$ cat config.mk
export PLATFORM = sky130hd
export DESIGN_NAME = freq_meas_sched
export DESIGN_NICKNAME = d
export VERILOG_FILES = /design/src/rtl/freq_meas_sched.sv
export SDC_FILE = /design/constraint.sdc
export NUM_CORES = 1
export LEC_CHECK = 0
export ABC_AREA = 0
export CORE_MARGIN = 2
export CORE_UTILIZATION = 48
export DETAILED_ROUTE_END_ITERATION = 8
export MAX_ROUTING_LAYER = met4
export PLACE_DENSITY_LB_ADDON = 0.25
export SYNTH_ARGS = -nofsm -noshare
export SYNTH_HDL_FRONTEND = slang
export SYNTH_SLANG_ARGS = --single-unit
$ cat constraint.sdc
create_clock -name clk -period 6.9 [get_ports clk]
set_clock_uncertainty 0.05 [all_clocks]
set_input_delay 1.38 -clock clk [delete_from_list [all_inputs] [get_ports clk]]
set_output_delay 1.38 -clock clk [all_outputs]
set_load 0.02 [all_outputs]
$ cat src/rtl/freq_meas_sched.sv
// Sequences one shared frequency counter across N_CH pulse channels: mux select, settle, gate, collect.
// Optional WAIT timeout with res_err marking is built when FMS_TIMEOUT_EN is defined.
module freq_meas_sched #(
  parameter int unsigned N_CH    = 4,
  parameter int unsigned CH_W    = 2,
  parameter int unsigned GATE_W  = 16,
  parameter int unsigned CNT_W   = 16,
  parameter int unsigned SETTLE  = 4,
  parameter int unsigned TMO_CYC = 64
) (
  input  logic              clk,
  input  logic              rst_n,
  input  logic              start,
  input  logic [N_CH-1:0]   ch_mask,
  input  logic [GATE_W-1:0] gate_len,
  input  logic              continuous,
  output logic              fc_en,
  output logic [CH_W-1:0]   fc_sel,
  input  logic              fc_vld,
  input  logic [CNT_W-1:0]  fc_cnt,
  output logic              res_vld,
  input  logic              res_ready,
  output logic [CH_W-1:0]   res_ch,
  output logic [CNT_W-1:0]  res_cnt,
  output logic              res_err,
  output logic              busy
);

  localparam int unsigned TMO_W = $clog2(TMO_CYC + 1);
  localparam int unsigned CYC_W = (GATE_W > TMO_W) ? GATE_W : TMO_W;

  typedef enum logic [2:0] {S_IDLE, S_SETTLE, S_GATE, S_WAIT, S_OUT} state_t;

  state_t            r_state,   w_state;
  logic [N_CH-1:0]   r_mask,    w_mask;
  logic [GATE_W-1:0] r_gate,    w_gate;
  logic [CYC_W-1:0]  r_cyc,     w_cyc;
  logic              r_fc_en,   w_fc_en;
  logic [CH_W-1:0]   r_fc_sel,  w_fc_sel;
  logic              r_res_vld, w_res_vld;
  logic [CH_W-1:0]   r_res_ch,  w_res_ch;
  logic [CNT_W-1:0]  r_res_cnt, w_res_cnt;
  logic              r_res_err, w_res_err;
  logic              r_busy,    w_busy;
  logic              w_has_next;
  logic [CH_W-1:0]   w_next_sel;

  function automatic logic [CH_W-1:0] f_lowest(input logic [N_CH-1:0] m);
    f_lowest = '0;
    for (int i = int'(N_CH) - 1; i >= 0; i--)
      if (m[i]) f_lowest = CH_W'(i);
  endfunction

  // Next enabled channel strictly above the current select, no wrap.
  always_comb begin
    w_has_next = 1'b0;
    w_next_sel = r_fc_sel;
    for (int i = int'(N_CH) - 1; i >= 0; i--) begin
      if (r_mask[i] && (CH_W'(i) > r_fc_sel)) begin
        w_has_next = 1'b1;
        w_next_sel = CH_W'(i);
      end
    end
  end

  always_comb begin
    w_state   = r_state;
    w_mask    = r_mask;
    w_gate    = r_gate;
    w_cyc     = r_cyc;
    w_fc_en   = r_fc_en;
    w_fc_sel  = r_fc_sel;
    w_res_vld = r_res_vld;
    w_res_ch  = r_res_ch;
    w_res_cnt = r_res_cnt;
    w_res_err = r_res_err;
    case (r_state)
      S_IDLE: begin
        if (start && (ch_mask != '0)) begin
          w_mask   = ch_mask;
          w_gate   = (gate_len == '0) ? GATE_W'(1) : gate_len;
          w_fc_sel = f_lowest(ch_mask);
          w_cyc    = '0;
          w_state  = S_SETTLE;
        end
      end
      S_SETTLE: begin
        if (r_cyc == CYC_W'(SETTLE - 1)) begin
          w_cyc   = '0;
          w_fc_en = 1'b1;
          w_state = S_GATE;
        end else begin
          w_cyc = r_cyc + CYC_W'(1);
        end
      end
      S_GATE: begin
        if (r_cyc == (CYC_W'(r_gate) - CYC_W'(1))) begin
          w_cyc   = '0;
          w_fc_en = 1'b0;
          w_state = S_WAIT;
        end else begin
          w_cyc = r_cyc + CYC_W'(1);
        end
      end
      S_WAIT: begin
        if (fc_vld) begin
          w_res_cnt = fc_cnt;
          w_res_ch  = r_fc_sel;
          w_res_err = 1'b0;
          w_res_vld = 1'b1;
          w_state   = S_OUT;
        end
`ifdef FMS_TIMEOUT_EN
        // A late fc_vld on the expiry cycle takes the branch above.
        else if (r_cyc == CYC_W'(TMO_CYC - 1)) begin
          w_res_cnt = '0;
          w_res_ch  = r_fc_sel;
          w_res_err = 1'b1;
          w_res_vld = 1'b1;
          w_state   = S_OUT;
        end else begin
          w_cyc = r_cyc + CYC_W'(1);
        end
`endif
      end
      S_OUT: begin
        if (res_ready) begin
          w_res_vld = 1'b0;
          w_cyc     = '0;
          if (w_has_next) begin
            w_fc_sel = w_next_sel;
            w_state  = S_SETTLE;
          end else if (continuous) begin
            w_fc_sel = f_lowest(r_mask);
            w_state  = S_SETTLE;
          end else begin
            w_state = S_IDLE;
          end
        end
      end
      default: w_state = S_IDLE;
    endcase
    w_busy = (w_state != S_IDLE);
  end

  always_ff @(posedge clk or negedge rst_n) begin
    if (!rst_n) begin
      r_state   <= S_IDLE;
      r_mask    <= '0;
      r_gate    <= '0;
      r_cyc     <= '0;
      r_fc_en   <= 1'b0;
      r_fc_sel  <= '0;
      r_res_vld <= 1'b0;
      r_res_ch  <= '0;
      r_res_cnt <= '0;
      r_res_err <= 1'b0;
      r_busy    <= 1'b0;
    end else begin
      r_state   <= w_state;
      r_mask    <= w_mask;
      r_gate    <= w_gate;
      r_cyc     <= w_cyc;
      r_fc_en   <= w_fc_en;
      r_fc_sel  <= w_fc_sel;
      r_res_vld <= w_res_vld;
      r_res_ch  <= w_res_ch;
      r_res_cnt <= w_res_cnt;
      r_res_err <= w_res_err;
      r_busy    <= w_busy;
    end
  end

  assign fc_en   = r_fc_en;
  assign fc_sel  = r_fc_sel;
  assign res_vld = r_res_vld;
  assign res_ch  = r_res_ch;
  assign res_cnt = r_res_cnt;
  assign res_err = r_res_err;
  assign busy    = r_busy;

endmodule

==> results of run 1 <==
-- flip-flops by register name, indices dropped and copies added, names as in the netlist --
| signal | flops |
|---|---|
| r_cyc | 16 |
| res_cnt | 16 |
| res_ch | 2 |
| r_mask | 4 |
| r_state | 3 |
| r_gate | 16 |
| res_vld | 1 |
| busy | 1 |
| fc_en | 1 |
| fc_sel | 2 |
-- layer usage --
layer / part of all wire (%) / vias to the layer above / track usage, %
met2: 46 / 110 / 33.9
met1: 46 / 1497 / 28.0
li1: - / 1500 / -
met5: 0 / - / -
met3: 5.7 / 24 / 5.59
met4: 2.7 / 0 / 9.47
-- layout make-up --
| type | instances | area (um2) |
|---|---|---|
| clock buffer | 12 | 135 |
| clock inverter | 2 | 35.0 |
| fill | 601 | 2810 |
| inverter | 16 | 60.1 |
| multi-input combinational | 273 | 1960 |
| sequential | 62 | 1550 |
| tap | 99 | 124 |
| timing repair buffer | 67 | 658 |
-- where the power goes --
part	internal (W)	switching, W
Sequential	0.000508	0.000200
Clock	0.000163	0.000135
Combinational	0.000424	0.000444
-- metrics by stage --
| step | setup WS (ns) | hold WS (ns) | total power, W | utilization, % | area (um2) |
|---|---|---|---|---|---|
| 6_report | 3.32 | 0.439 | 0.00187 | 61.6 | 4520 |
| 5_1_grt | 3.07 | 0.451 | 0.00200 | 61.6 | 4520 |
| 4_1_cts | 3.34 | 0.436 | 0.00188 | 61.6 | 4520 |
| 3_5_place_dp | 2.98 | 0.415 | 0.00157 | 59.3 | 4350 |
| 3_3_place_gp | 3.01 | 0.414 | 0.00155 | 59.3 | 4350 |
| 2_1_floorplan | 3.91 | 0.451 | 0.00129 | - | 3690 |
-- worst max path at each step --
stage	end	slack, ns	start
2_1_floorplan	busy	3.91	ch_mask[0]
3_3_place_gp	busy	3.01	ch_mask[0]
3_5_place_dp	busy	2.98	ch_mask[0]
4_1_cts	busy	3.34	ch_mask[0]
5_1_grt	r_cyc[15]	3.07	r_gate[0]
6_report	busy	3.32	ch_mask[0]
-- critical path: stages --
cell	delay, ns
clkdlybuf4s50_1	0.46
o41ai_1	0.71
nor4_4	0.04
buf_4	0.27
o21bai_1	0.25
a31oi_1	0.17
o31ai_1	0.11
or3_1	0.34
-- layout by cell type, fill, tap and decap left out, drive strengths merged, types with 4 or more instances in the layout --
master,Yosys,layout
clkdlybuf4s50,0,63
dfrtp,62,62
mux2,30,30
nand2,29,29
nor2,21,21
nor4,18,18
o21ai,17,17
inv,16,16
xnor2,15,15
nor3,15,15
clkbuf,19,12
a21oi,10,10
nand4,10,10
nor4b,9,9
nand3,9,9
a211o,9,9
nand2b,6,6
xor2,6,6
o31ai,5,5
or3,4,4
and3,4,4
nor3b,4,4
a21o,4,4
a211oi,4,4
buf,7,4
-- kinds of logic (layout without fill, tap and decap cells) --
logic type / Yosys count / after routing / share of synthesized area (%)
AO/OA/AOI/OAI: 80 / 80 / 16.1
buffers and inverters: 42 / 97 / 5.09
adder cells (fa/ha/maj): 2 / 2 / 0.679
multiplexers: 30 / 30 / 9.16
XOR/XNOR: 21 / 21 / 4.99
flip-flops: 62 / 62 / 42.1
other: 1 / 1 / 0.102
AND/OR/NAND/NOR: 139 / 139 / 21.8
==> run metrics, run 1 <==
outcome completed; Syn Nets around 420; DRC 0; Final Hold Viols 0; die area 0.00840 mm2; first-pass GRT wire length between 10 and 15 mm; Detail Route Antenna Nets 0; worst hold stages 2; initial core utilization 50.3%; share of layout cells above drive strength 1 between 10% and 20%; post-synth top area cell dfrtp_1; Setup CP Type in2reg; CP Data Required Time between 7 and 8 ns; Final setup violation count 0; Area Overhead vs Synth 22.6%; most common cell in the netlist dfrtp_1; Clk Latency, worst-skew pair ~0.34 ns; most frequent cells after synthesis dfrtp_1, mux2_2, nand2_1; CP max FO 28; Num CTS Buffers 9; crit path DAT around 3.7 ns; max_cap viols 0; antenna diode count 0; drt first pass iters 4; min-delay worst type reg2reg; die width a little over 90 um; NumNets Final ~470; leakage around 1.8 nW; Num Clock Sinks 62; Syn Std Cell Area 0.00369 mm2; Routed WL roughly 8.6 mm; Die Ht approximately 92 um; Synth async-reset ratio 100%; total grt overflow 0; all-layer global routing usage between 20% and 30%; Reg clk slew, reported paths 0.06 ns; Area contributors post-synth dfrtp_1, mux2_2, xnor2_1; Period Utilization, post-route just over 50%; largest net degree at the start of global routing 63; Core ar. 0.00733 mm2; DR vias/cell about 6; HPWL after detailed placement between 6 and 7 mm; RR Endpoint r_cyc[15]; htree depth 3; Setup TNS 0 ns; Rows 31; Hold-fix buffers, CTS 0; WHS Endpoint res_vld; Reg2Reg Depth 10; Top FF cell, synth dfrtp_1; Worst Tran Pin Value roughly 1.1 ns; VDD IR max about 210 uV; max-slew violation count 0; number of global-route vias before repair 3123; maximum clock insertion buffer count 2; sequential cell area fraction in the yosys report 42.1%; crit end category flip-flop; setup bufs post-CTS 0; post-layout min period around 3.6 ns; cell area power density 414 mW/mm2; I/O Buffers 64; CTS tree done; top-level port count between 60 and 70; Synth top area share a little over two fifths; reg2reg start r_gate[0]; min-delay src res_vld; Post-CTS Resized 0; Slew HR about 28%; DR iter-0 viols 201; gp weighted congestion 0.924; Final Instance Count excl. Fillers 531; number of flops mapped to enable cells by yosys 0; Synth Area per Inst between 9 and 10 um2; Via Count 3131; Placed Instances between 500 and 600; CTS Root Cell clkbuf_8; initial antenna violation count 0; Reg2Reg Setup Slack 3.34 ns; Synthesis Warnings 0; crit path launch type input port; post-synthesis register bit count 62; per-cell routed wire length 16.2 um; Post-Synthesis Cells between 300 and 400; RSZ-0062 raised after global routing false; Max Fclk approximately 0.28 GHz; Yosys cell types 60
Note: power is estimated with default switching activity, not from simulation.
==> run 2: changes to the inputs <==
clock period = 3.22 ns   (was 6.9 ns; I/O delays follow)
==> run 2 against run 1 <==
Net effect:
- sequential share of layout area decreased by 0.73 points
- clock power increased by 140%
- wire length increased by 4.1%
- largest cell class unchanged
- largest power group unchanged
- highest routed layer unchanged
==> run metrics, run 2 (synthesized netlist as in run 1, its figures left out) <==
DR vias/cell slightly below 6; Post-CTS Resized 0; Reg2Reg Setup Slack between 0.15 and 0.2 ns; VDD IR max ~550 uV; htree depth 3; die area approximately 0.0084 mm2; Worst Tran Pin Value 1.06 ns; Final setup violation count 0; setup bufs post-CTS 0; drt first pass iters 4; leakage between 1.5 and 2 nW; NumNets Final 479; gp weighted congestion a little under 1; first-pass GRT wire length 15.3 mm; max_cap viols 0; number of global-route vias before repair around 3200; post-layout min period slightly above 3 ns; HPWL after detailed placement between 6 and 7 mm; cell area power density approximately 910 mW/mm2; Rows 31; outcome completed; Via Count 3194; WHS Endpoint res_vld; Num CTS Buffers 9; max-slew violation count 0; all-layer global routing usage 23.4%; Final Instance Count excl. Fillers around 540; CTS tree done; Core ar. between 0.007 and 0.008 mm2; DRC 0; RR Endpoint r_cyc[2]; crit path DAT between 3 and 4 ns; total grt overflow 0; CP max FO 7; min-delay worst type reg2reg; Routed WL about 8.9 mm; Final WS setup between 0.15 and 0.2 ns; share of layout cells above drive strength 1 16.6%; largest net degree at the start of global routing between 40 and 50; antenna diode count 0; maximum clock insertion buffer count 2; I/O Buffers 64; crit end category flip-flop; Final Hold Viols 0; Hold-fix buffers, CTS 0; worst hold stages 2; Area Overhead vs Synth 25.3%; initial core utilization between 50% and 60%; per-cell routed wire length roughly 17 um; reg2reg start r_gate[0]; Period Utilization, post-route ~95%; Tot Pwr between 0.004 and 0.005 W; CTS Root Cell clkbuf_8; most frequent cells in the layout clkdlybuf4s50_1, dfrtp_1, mux2_2; top-level port count 66; Reg2Reg Depth 10; Placed Instances approximately 520; die width 91.6 um; most common cell after layout, fill and taps aside clkdlybuf4s50_1; Detail Route Antenna Nets 0; hold_ws 0.434 ns; Clk Latency, worst-skew pair 0.34 ns; DP Worst Slack about 0.22 ns; CP Data Required Time 3.38 ns; crit path launch type flip-flop; initial antenna violation count 0; Max Fclk between 0.3 and 0.4 GHz; Slew HR 29.3%; min-delay src res_vld; Setup CP Type reg2reg; RSZ-0062 raised after global routing false; Reg clk slew, reported paths approximately 0.070 ns; Setup TNS 0 ns; Num Clock Sinks 62; Die Ht 91.6 um; DR iter-0 viols between 150 and 200
run 2: changes by cell type in the layout (fill, tap and decap cells not counted), sizes merged:
cell,change
buf,+6
clkinvlp,+3
clkbuf,-1
run 2: layer usage:
layer  global-route usage, %  share of wire, %
met5                       -                 0
met4                    9.09               1.1
met3                    5.51               6.2
met2                    36.9                49
met1                    29.2                44
run 2: metrics by stage:
step	area [um2]	util (%)
global route	4620	63.0
detailed placement	4410	60.1
CTS	4620	63.0
floorplan	3690	-
global placement	4410	60.1
finish	4620	63.0
run 2: power by group:
| part | leakage [nW] | switching, W | internal, W |
|---|---|---|---|
| logic | 1.00 | 0.00101 | 0.000969 |
| registers | 0.771 | 0.000408 | 0.00109 |
| clock network | 0.0976 | 0.000313 | 0.000398 |
run 2: worst max path at each step:
stage,to,slack (ns),from
finish,r_cyc[2],0.17,r_gate[0]
global route,r_cyc[15],0.04,r_gate[0]
CTS,r_cyc[15],0.21,r_gate[0]
detailed placement,r_cyc[15],0.22,r_gate[0]
global placement,r_cyc[15],0.28,r_gate[0]
floorplan,r_cyc[15],0.40,r_gate[0]
run 2: area by class of cell:
type / instances / area, um2
repair buffers: 73 / 716
clock buffers: 11 / 151
fillers: 603 / 2710
flip-flops and latches: 62 / 1550
clock inverters: 5 / 57.6
multi-input cells: 273 / 1960
inverters: 16 / 60.1
well taps: 99 / 124
run 2: critical path, stage by stage (launching register included):
cell	delay [ns]
dfrtp_1	0.48
inv_1	0.10
ha_2	0.23
or3b_1	0.42
nor2_2	0.17
and3_1	0.17
o21ai_0	0.08
a211o_1	0.33
or2_2	0.35
a2111oi_0	0.46
nor2_1	0.08
==> run 3: changes to the inputs <==
clock period = 3.6 ns   (was 3.22 ns; I/O delays follow)
==> run 3 against run 2 <==
Net effect:
- wire length down 4.6%
- combinational power down 14%
- critical path depth up 1
- sequential cell count unchanged
- clock-buffer cell count up 2
- utilization up 0.14 points
==> run metrics, run 3 (synthesized netlist as in run 1, its figures left out) <==
antenna diode count 0; Core ar. 0.00733 mm2; DR vias/cell just under 6; leakage between 1.5 and 2 nW; DRC 0; total grt overflow 0; all-layer global routing usage around 22%; crit path launch type flip-flop; largest net degree at the start of global routing 63; initial antenna violation count 0; Detail Route Antenna Nets 0; number of global-route vias before repair ~3200; die area around 0.0084 mm2; crit path DAT ~3.5 ns; top-level port count 66; die width 91.6 um; footprint of the multi-input gates between 0.0015 and 0.002 mm2; setup bufs post-CTS 0; Period Utilization, post-route about 90%; CP max FO 12; NumNets Final between 400 and 500; per-cell routed wire length between 15 and 20 um; DP Worst Slack 0.303 ns; maximum clock insertion buffer count 2; DR iter-0 viols 130; min-delay worst type reg2reg; VDD IR max around 460 uV; storage element area about 0.0016 mm2; CTS tree done; max-slew violation count 0; Final Hold Viols 0; Max Fclk 0.299 GHz; Area Overhead vs Synth 25.6%; Worst Tran Pin Value around 0.8 ns; outcome completed; first-pass GRT wire length between 10 and 15 mm; cell area power density ~820 mW/mm2; most common cell after layout, fill and taps aside clkdlybuf4s50_1; Setup TNS 0 ns; fillcell total between 600 and 700; Die Ht 91.6 um; Num Clock Sinks 62; drt first pass iters 4; RSZ-0062 raised after global routing false; Rows 31; CTS Root Cell clkbuf_8; Hold-fix buffers, CTS 0; most frequent cells in the layout clkdlybuf4s50_1, dfrtp_1, mux2_2; Post-CTS Resized 0; max_cap viols 0; CP Data Required Time approximately 3.8 ns; Via Count around 3100; Setup CP Type reg2reg; I/O Buffers between 60 and 70; htree depth 3; share of layout cells above drive strength 1 between 10% and 20%; post-layout min period roughly 3.3 ns; Final WS setup roughly 0.26 ns; gp weighted congestion approximately 0.96; Clk Latency, worst-skew pair roughly 0.33 ns; Reg clk slew, reported paths approximately 0.07 ns; Num CTS Buffers 9; Reg2Reg Depth 11; worst hold stages 2; Slew HR a little under half; initial core utilization approximately 50%; crit end category flip-flop; Routed WL between 8 and 9 mm; HPWL after detailed placement 6.14 mm; Final setup violation count 0
run 3: cell count changes in the layout (fill, tap and decap cells not counted):
cell / before / now
clkinvlp_4: 3 / 0
bufinv_16: 1 / 3
clkbuf_1: 0 / 2
buf_12: 1 / 0
buf_4: 8 / 7
clkinv_2: 1 / 0
ha_1: 1 / 2
ha_2: 1 / 0
run 3: through the flow:
step / utilization [%] / cell area (um2) / cells / total power [W] / hold WS [ns]
floorplan: - / 3690 / 377 / 0.00248 / 0.374
global placement: 59.7 / 4380 / 521 / 0.00300 / 0.411
detailed placement: 59.7 / 4380 / 521 / 0.00304 / 0.430
CTS: 63.1 / 4630 / 537 / 0.00381 / 0.450
global route: 63.1 / 4630 / 537 / 0.00406 / 0.468
finish: 63.1 / 4630 / 537 / 0.00380 / 0.449
run 3: worst max-delay path: stages, from the launching register on:
cell	delay (ns)
dfrtp_1	0.47
inv_1	0.09
ha_1	0.31
or3b_1	0.45
nor2_2	0.18
and3_1	0.18
o21ai_0	0.09
a211o_1	0.31
o31ai_4	0.48
buf_4	0.27
nor3_1	0.07
a211o_1	0.27
run 3: final timing paths:
path,slack (ns),start,endpoint
worst max-delay path,0.26,r_gate[0],r_cyc[13]
worst min-delay path,0.45,res_ch[1],res_ch[1]
worst max register to register,0.26,r_gate[0],r_cyc[13]
worst min register to register,0.45,res_ch[1],res_ch[1]
max in group asynchronous,2.49,rst_n,r_gate[8]
min in group asynchronous,0.50,rst_n,res_cnt[12]
run 3: cell type report:
type / instances / area share [%]
clock buffers: 13 / 3.43
clock inverters: 3 / 1.95
inverters: 16 / 1.30
multi-input cells: 273 / 42.3
flip-flops and latches: 62 / 33.5
well taps: 99 / 2.68
repair buffers: 71 / 14.9
run 3: layer usage:
layer  vias to the layer above  track usage (%)  wire length [um]
met5                         -                -                 0
met4                         0             7.83                93
li1                       1509                -                 -
met1                      1506             27.7              3810
met2                       105             34.9              4080
met3                        11             6.49               544
run 3: where the power goes:
part           total, W  internal [W]  switching, W
Combinational   0.00170      0.000828      0.000876
Sequential      0.00134      0.000974      0.000363
Clock          0.000757      0.000499      0.000258
Total           0.00380       0.00230       0.00150
